`src/rtl/alu_frame_serializer.sv`:
```
`default_nettype none
// ============================================================================
// Module   : alu_frame_serializer
// Purpose  : Downstream stage of the ALU core. Serializes a 55-bit result
//            packet (5 frames x 11 bits, {start 0, type, data[7:0], stop 1})
//            onto a single line, MSB first. One packet can be held pending
//            behind the one on the wire; a third strobe is dropped and
//            flagged as an overrun.
// Ports    : clk        - clock
//            rst_n      - reset, asynchronous, active-high
//            data_in    - 55-bit packet, bit 54 sent first
//            data_valid - 1-cycle strobe qualifying data_in
//            sout       - serial output, idles high
//            busy       - transmit in progress
//            pending    - holding buffer occupied
//            done       - 1-cycle pulse after a packet's last bit period
//            overrun    - 1-cycle pulse when a strobe is dropped
// Revision : 1.0 - initial release
// ============================================================================
module alu_frame_serializer #(
    parameter int CLKS_PER_BIT = 1,
    parameter int IFG_BITS     = 0
) (
    input  logic        clk,
    input  logic        rst_n,
    input  logic [54:0] data_in,
    input  logic        data_valid,
    output logic        sout,
    output logic        busy,
    output logic        pending,
    output logic        done,
    output logic        overrun
);

    // ------------------------------------------------------------------------
    // Constants
    // ------------------------------------------------------------------------
    localparam int C_CW      = (CLKS_PER_BIT > 1) ? $clog2(CLKS_PER_BIT) : 1;
    localparam int C_GAP_CYC = IFG_BITS * CLKS_PER_BIT;
    localparam int C_GW      = (C_GAP_CYC > 1) ? $clog2(C_GAP_CYC) : 1;
    localparam bit C_HAS_GAP = (IFG_BITS > 0);

    localparam logic [C_CW-1:0] C_CPB_M1   = C_CW'(CLKS_PER_BIT - 1);
    localparam logic [C_CW-1:0] C_CLK_ONE  = C_CW'(1);
    localparam logic [C_GW-1:0] C_GAP_M1   = C_GW'((C_GAP_CYC > 0) ? (C_GAP_CYC - 1) : 0);
    localparam logic [C_GW-1:0] C_GAP_ONE  = C_GW'(1);
    localparam logic [3:0]      C_LAST_BIT = 4'd10;
    localparam logic [2:0]      C_LAST_FRM = 3'd4;

    // ------------------------------------------------------------------------
    // State encoding
    // ------------------------------------------------------------------------
    typedef enum logic [1:0] {
        S_IDLE  = 2'd0,
        S_SHIFT = 2'd1,
        S_GAP   = 2'd2
    } state_t;

    state_t r_state;
    state_t w_state_nxt;

    logic [54:0]     r_shreg,   w_shreg_nxt;
    logic [54:0]     r_hold,    w_hold_nxt;
    logic            r_pending, w_pending_nxt;
    logic [C_CW-1:0] r_clk_cnt, w_clk_cnt_nxt;
    logic [3:0]      r_bit_cnt, w_bit_cnt_nxt;
    logic [2:0]      r_frm_cnt, w_frm_cnt_nxt;
    logic [C_GW-1:0] r_gap_cnt, w_gap_cnt_nxt;
    logic            r_done,    w_done_nxt;
    logic            r_overrun, w_overrun_nxt;

    logic            w_bit_end;
    logic            w_strobe_taken;

    // ------------------------------------------------------------------------
    // State register
    // ------------------------------------------------------------------------
    always_ff @(posedge clk or posedge rst_n) begin
        if (rst_n) begin
            r_state <= S_IDLE;
        end else begin
            r_state <= w_state_nxt;
        end
    end

    // ------------------------------------------------------------------------
    // Datapath registers
    // ------------------------------------------------------------------------
    always_ff @(posedge clk or posedge rst_n) begin
        if (rst_n) begin
            r_shreg   <= '0;
            r_hold    <= '0;
            r_pending <= 1'b0;
            r_clk_cnt <= '0;
            r_bit_cnt <= '0;
            r_frm_cnt <= '0;
            r_gap_cnt <= '0;
            r_done    <= 1'b0;
            r_overrun <= 1'b0;
        end else begin
            r_shreg   <= w_shreg_nxt;
            r_hold    <= w_hold_nxt;
            r_pending <= w_pending_nxt;
            r_clk_cnt <= w_clk_cnt_nxt;
            r_bit_cnt <= w_bit_cnt_nxt;
            r_frm_cnt <= w_frm_cnt_nxt;
            r_gap_cnt <= w_gap_cnt_nxt;
            r_done    <= w_done_nxt;
            r_overrun <= w_overrun_nxt;
        end
    end

    assign w_bit_end = (r_state == S_SHIFT) && (r_clk_cnt == C_CPB_M1);

    // ------------------------------------------------------------------------
    // Next-state and datapath logic
    // ------------------------------------------------------------------------
    always_comb begin
        w_state_nxt    = r_state;
        w_shreg_nxt    = r_shreg;
        w_hold_nxt     = r_hold;
        w_pending_nxt  = r_pending;
        w_clk_cnt_nxt  = r_clk_cnt;
        w_bit_cnt_nxt  = r_bit_cnt;
        w_frm_cnt_nxt  = r_frm_cnt;
        w_gap_cnt_nxt  = r_gap_cnt;
        w_done_nxt     = 1'b0;
        w_overrun_nxt  = 1'b0;
        w_strobe_taken = 1'b0;

        case (r_state)
            S_IDLE: begin
                if (data_valid) begin
                    w_state_nxt    = S_SHIFT;
                    w_shreg_nxt    = data_in;
                    w_strobe_taken = 1'b1;
                    w_clk_cnt_nxt  = '0;
                    w_bit_cnt_nxt  = '0;
                    w_frm_cnt_nxt  = '0;
                    w_gap_cnt_nxt  = '0;
                end
            end

            S_SHIFT: begin
                if (w_bit_end) begin
                    w_clk_cnt_nxt = '0;
                    w_shreg_nxt   = {r_shreg[53:0], 1'b0};
                    w_bit_cnt_nxt = r_bit_cnt + 4'd1;
                    if (r_bit_cnt == C_LAST_BIT) begin
                        w_bit_cnt_nxt = '0;
                        if (r_frm_cnt == C_LAST_FRM) begin
                            // Packet end: chain straight into the next packet
                            // when one is available so the line never idles.
                            w_done_nxt    = 1'b1;
                            w_frm_cnt_nxt = '0;
                            if (r_pending) begin
                                w_shreg_nxt   = r_hold;
                                w_pending_nxt = 1'b0;
                            end else if (data_valid) begin
                                w_shreg_nxt    = data_in;
                                w_strobe_taken = 1'b1;
                            end else begin
                                w_state_nxt = S_IDLE;
                            end
                        end else if (C_HAS_GAP) begin
                            // Frame counter advances on gap exit.
                            w_state_nxt   = S_GAP;
                            w_gap_cnt_nxt = '0;
                        end else begin
                            w_frm_cnt_nxt = r_frm_cnt + 3'd1;
                        end
                    end
                end else begin
                    w_clk_cnt_nxt = r_clk_cnt + C_CLK_ONE;
                end
            end

            S_GAP: begin
                if (r_gap_cnt == C_GAP_M1) begin
                    w_state_nxt   = S_SHIFT;
                    w_gap_cnt_nxt = '0;
                    w_bit_cnt_nxt = '0;
                    w_frm_cnt_nxt = r_frm_cnt + 3'd1;
                end else begin
                    w_gap_cnt_nxt = r_gap_cnt + C_GAP_ONE;
                end
            end

            default: begin
                w_state_nxt = S_IDLE;
            end
        endcase

        // A strobe not consumed by the shifter goes to the holding buffer.
        // Checking the post-update pending flag lets a strobe at the
        // packet-end edge refill the buffer that is being drained.
        if (data_valid && !w_strobe_taken) begin
            if (!w_pending_nxt) begin
                w_hold_nxt    = data_in;
                w_pending_nxt = 1'b1;
            end else begin
                w_overrun_nxt = 1'b1;
            end
        end
    end

    // ------------------------------------------------------------------------
    // Outputs
    // ------------------------------------------------------------------------
    // During a gap the shift register already holds the next frame's start
    // bit, so the line must be forced high outside SHIFT.
    assign sout    = (r_state == S_SHIFT) ? r_shreg[54] : 1'b1;
    assign busy    = (r_state != S_IDLE);
    assign pending = r_pending;
    assign done    = r_done;
    assign overrun = r_overrun;

endmodule
`default_nettype wire
```
`config.mk`:
```
export PLATFORM = sky130hd
export DESIGN_NAME = alu_frame_serializer
export DESIGN_NICKNAME = d
export VERILOG_FILES = /design/src/rtl/alu_frame_serializer.sv
export SDC_FILE = /design/constraint.sdc
export NUM_CORES = 1
export LEC_CHECK = 0
export BUFFER_PORTS_ARGS = -buffer_cell sky130_fd_sc_hd__buf_4
export CAP_MARGIN = 20
export CORE_AREA = 2 2 152 154
export CTS_CLUSTER_DIAMETER = 150
export DETAILED_ROUTE_END_ITERATION = 8
export DIE_AREA = 0 0 154 156
export HOLD_SLACK_MARGIN = 0.08
export PLACE_DENSITY = 0.53
export SKIP_CTS_REPAIR_TIMING = 1
export SLEW_MARGIN = 20
export SYNTH_ARGS = -nofsm -noshare
export SYNTH_HDL_FRONTEND = slang
export SYNTH_SLANG_ARGS = --single-unit
```
`constraint.sdc`:
```
create_clock -name clk -period 3.55 [get_ports clk]
set_clock_uncertainty 0.15 [all_clocks]
set_input_delay 0.355 -clock clk [delete_from_list [all_inputs] [get_ports clk]]
set_output_delay 0.355 -clock clk [all_outputs]
set_load 0.02 [all_outputs]
```
Yosys cells after proc, flatten, opt, wreduce, memory -nomap -nowiden:

Cells that the tools add are included.

* $add $sub $neg: 4
* $mul: 0
* div/mod/pow operators: 0
* order comparisons: 0
* equality and inequality tests: 11
* shift-type cells: 0
* mux-type cells: 49
* bitwise gates (word level): 2
* reduce and logical (&&, ||, !) cells: 15

Operators with widths (number)
* 55-bit 2-to-1 mux: 6
* 55-bit case mux with 2 select lines: 1
* 1-bit 2-to-1 mux: 20
* 4-bit 2-to-1 mux: 4
* 3-bit 2-to-1 mux: 5
* 2-bit 2-to-1 mux: 7
* 4-bit case mux with 3 select lines: 1
* 2-bit inequality test (second input constant): 5
* 3-bit case mux with 3 select lines: 1
* 7-bit AND reduction: 1
* 1-bit case mux with 2 select lines: 3
* 2-bit case mux with 3 select lines: 1
* 2-bit AND reduction: 3
* 2-bit nonzero test: 3
* 5-bit AND reduction: 1
* 4-bit by 1-bit adder with 4-bit output (second input constant): 1
* 4-bit == test (second input constant): 1
* 2-bit by 1-bit inequality test with 1-bit output (second input constant): 2
* 4-bit AND reduction: 1
* 3-bit by 1-bit adder with 3-bit output (second input constant): 1
* 3-bit == test (second input constant): 1
* 3-bit AND reduction: 1
* 3-bit nonzero test: 1
* 1-bit adder (second input constant): 2
* other kinds (6): 8

* bits in registers: 124
* latch bits: 0
* bits in writable memories: 0
* ROM bits: 0
* bits of input ports: 58
* output and inout bits: 5
* word-level logic and storage cells: 91
* memories: 0

Logic depth before layout (Yosys ltp):

* depth in word-level cells: 9
* gate-level depth with buffers: 10

Worst setup path after synthesis:

OpenSTA, ideal clock, no wires.

* path kind: register to register
* start point: register r_state[0]
* end point: register r_shreg[35]
* arrival time: 2.496 ns
* required time: 3.318 ns
* setup slack: 0.822 ns
* stages on the path, launching flop included: 11
* buffers on the path: 5
* period minus slack after synthesis: 2.728 ns
* cell sequence: dfrtp_1 > clkbuf_1 > inv_1 > clkbuf_1 > clkbuf_1 > ha_1 > a21oi_1 > clkbuf_1 > clkbuf_1 > o21ai_1 > o22ai_1

* cells in the longest elaborated chain, start to end: 4

RTL lines
* from (decl): line 59 `state_t r_state;`
* from (signal assigned): line 82 `r_state <= w_state_nxt;`
* 2-bit by 1-bit == test with 1-bit output: line 113, 131
* 1-bit logical AND: line 113 `assign w_bit_end = (r_state == S_SHIFT) && (r_clk_cnt == C_CPB_M1);`
* 2-bit inequality test (no source line)
* 3-bit AND reduction (no source line)
* to (signal assigned): line 101 `r_shreg <= w_shreg_nxt;`
* to (decl): line 62 `logic [54:0] r_shreg, w_shreg_nxt;`

Several ways; a longest one is shown, not always the timed one.
A chain may end at the register's enable or synchronous reset.

Worst setup path after layout:

* start point: register r_bit_cnt[0]
* end point: register r_shreg[9]

* cells in the longest elaborated chain, start to end: 4

RTL lines
* from (decl): line 66 `logic [3:0] r_bit_cnt, w_bit_cnt_nxt;`
* from (signal assigned): line 105 `r_bit_cnt <= w_bit_cnt_nxt;`
* 4-bit == test: line 149 `if (r_bit_cnt == C_LAST_BIT) begin`
* 55-bit 2-to-1 mux: line 149
* 55-bit 2-to-1 mux: line 145 `if (w_bit_end) begin`
* 55-bit case mux with 2 select lines: line 131 `case (r_state)`

Every way passes these cells. The select of a mux whose other input is x is not followed.

==> results.md <==
- Status: complete, no violations
- Post-synth cell types: 35
- Die W: around 150 um
- Reg power frac: 0.441
- P&R area growth vs syn: 27.9%
- Psw: 0.00141 W
- Total GRT Usage: 0.151
- Via/cell ratio: around 5
- Total setup violations reported at the end of the flow: 0
- Most common cell after layout, fill and taps aside: dfrtp_1
- Combinational Power Share: 0.251
- Placed Area: roughly 7400 sq um
- DRT iter0 DRCs: between 200 and 300
- Ys flop type: dfrtp_1
- Ant diodes: 0
- Peak supply drop: 0.000274 V
- Yosys reg bits: between 100 and 150
- Pre-antenna DRT Iters: 4
- Sink Count: 122
- Grt ovf: 0
- Initial antenna violation count: 0
- Critical path required time: roughly 3.7 ns
- Final ANT Viol Nets: 0
- Reg area: 3050 sq um
- Area occupied by multi-input gates: 3320 sq um
- Seq/Total Area, Yosys: 0.460
- Vias: 5356
- Startpoint Class: flip-flop
- Max-cap violations: 0
- Max clock buf depth: 2
- # port buffers: 62
- Wirelength per Cell: 16.5 um
- Fin cells: 1067
- Cell area after layout: between 8000 and 9000 sq um
- Dpl cells: between 900 and 1000
- Core ar.: 22400 sq um
- Die height: 156 um
- Synth Cell Area: 6640 sq um
- Crit end category: flip-flop
- Post-synth EDFFs: 0
- Synth async-reset ratio: 1.00
- Slew headroom: 0.488
- CTS tree: built
- Peak Freq: 396 MHz
- Min Tclk post-route: roughly 2.5 ns
- Clk_lat worst skew: between 0.4 and 0.5 ns
- Commonest non-fill, non-tap cells in the layout: dfrtp_1, a21oi_1, buf_4
- Hold WC Path Type: in -> reg
- Warnings, synthesis: 0
- Final hold viol count: 0
- Layout cells sized above 1: 0.216
- Clock share of power: 0.309
- Die ar.: 24000 sq um
- R2R setup slack: roughly 1.0 ns
- Total CTS buffers: 17
- Number of global-route vias before repair: 5185
- Starting density of the core: 0.297
- Arrival time worst endpoint: roughly 2.7 ns
- Setup TNS: 0 ns
- RSZ-0062 raised after global routing: no
- Pwr/cell area: 610 nW/um^2
- Largest net degree at the start of global routing: 74
- Nets: between 800 and 900
- Final wirelength: 17600 um
- Net Count, Synth: 740
- Post-synthesis area per instance: 9.81 sq um
- Hpwl dp: 10300 um
- H-tree depth: 4
- Clock-pin transition on the worst setup and hold timing paths: 0.05 ns
- DRC: 0
- CTS root buf: clkbuf_16
- Int Pwr: around 0.0038 W
- GP Congestion: between 0.7 and 0.8
- Ports: 63
- Fill cell count: 2221
- Pleak: 3.70 nW
- Sw Ratio: 0.272
- Worst Tran Pin Value: 0.766 ns
- Max-slew violations: 0
- Worst hold margin: roughly 0.32 ns
- First-pass GRT wire length: 28600 um
- Mapped Cells: 677
- Placement Rows: 55
- Crit Path Class: reg -> reg
- Final Core Density: 0.380
- Fin crit share: 0.711
- Crit path max fanout: 32
-- critical path: stages (launching register included) --
cell and delay (ns):
dfrtp_1 0.39, inv_1 0.10, ha_1 0.20, nand3b_4 0.16, o21ai_4 0.61, buf_4 0.51
o21a_1 0.18, o22ai_1 0.09
-- cell usage after synthesis, types with 2 or more instances --
cell type,count,area (sq um)
ha_1,5,62.6
dfrtp_1,122,3050
clkbuf_1,43,161
o21a_1,54,405
mux2_4,50,751
mux2_2,5,56.3
o21ai_1,9,45.0
buf_6,5,56.3
inv_1,8,30.0
o21ai_0,54,270
buf_1,6,22.5
nor2b_1,55,344
a21oi_1,111,556
o22ai_1,54,338
a21o_1,2,15.0
and2_1,3,18.8
buf_2,6,30.0
nand2b_1,3,18.8
nand3_1,2,10.0
nand2_1,9,33.8
nor3_1,2,10.0
nor2_1,56,210
-- kinds of logic after synthesis --
| group | share of synthesized area |
|---|---|
| buffers and inverters | 0.0452 |
| adder cells (fa/ha/maj) | 0.0109 |
| flip-flops | 0.460 |
| multiplexers | 0.125 |
| AO/OA/AOI/OAI | 0.253 |
| AND/OR/NAND/NOR | 0.106 |
-- path summary, 6_finish.rpt --
kind / from / endpoint / cells after the start
setup / recovery: r_bit_cnt[0] / r_shreg[9] / 7
hold / removal: data_valid / pending / 3
setup reg to reg: r_bit_cnt[0] / r_shreg[9] / 7
hold reg to reg: r_shreg[0] / r_shreg[0] / 1
max in group asynchronous: rst_n / r_hold[34] / 4
min in group asynchronous: rst_n / r_hold[23] / 3
-- per-layer routing --
layer  GRT usage  routed length [um]  vias to the layer above
met5           0                   0                        -
met4      0.0307                  85                        0
met3      0.0400                 572                        7
met2       0.234                7920                       81
met1       0.211                9040                     2665
li1            -                   -                     2603
-- cell type report --
class / instances / share of cell area
clock buffer: 26 / 0.0576
clock inverter: 3 / 0.00471
inverter: 8 / 0.00398
multi-input combinational: 487 / 0.391
sequential: 122 / 0.360
tap: 285 / 0.0420
timing repair buffer: 136 / 0.141
-- through the flow --
stage	setup WS, ns	total power [W]
2_1_floorplan	0.822	0.00323
3_3_place_gp	1.02	0.00354
3_5_place_dp	0.976	0.00354
4_1_cts	0.971	0.00518
5_1_grt	0.901	0.00550
6_report	1.03	0.00518
-- power by group through the flow --
stage	Combinational (W)	Sequential [W]	Clock (W)
finish	0.00130	0.00228	0.00160
global placement	0.00125	0.00229	0
floorplan	0.00102	0.00221	0
detailed placement	0.00126	0.00228	0
CTS	0.00127	0.00228	0.00164
global route	0.00144	0.00235	0.00170
-- sequential cells by signal (all words and copies together), names as in the netlist --
signal / flops
done: 1
r_shreg: 55
overrun: 1
r_state: 1
r_hold: 55
r_bit_cnt: 4
r_frm_cnt: 3
pending: 1
r_clk_cnt: 1
Note: power is estimated with default switching activity, not from simulation.
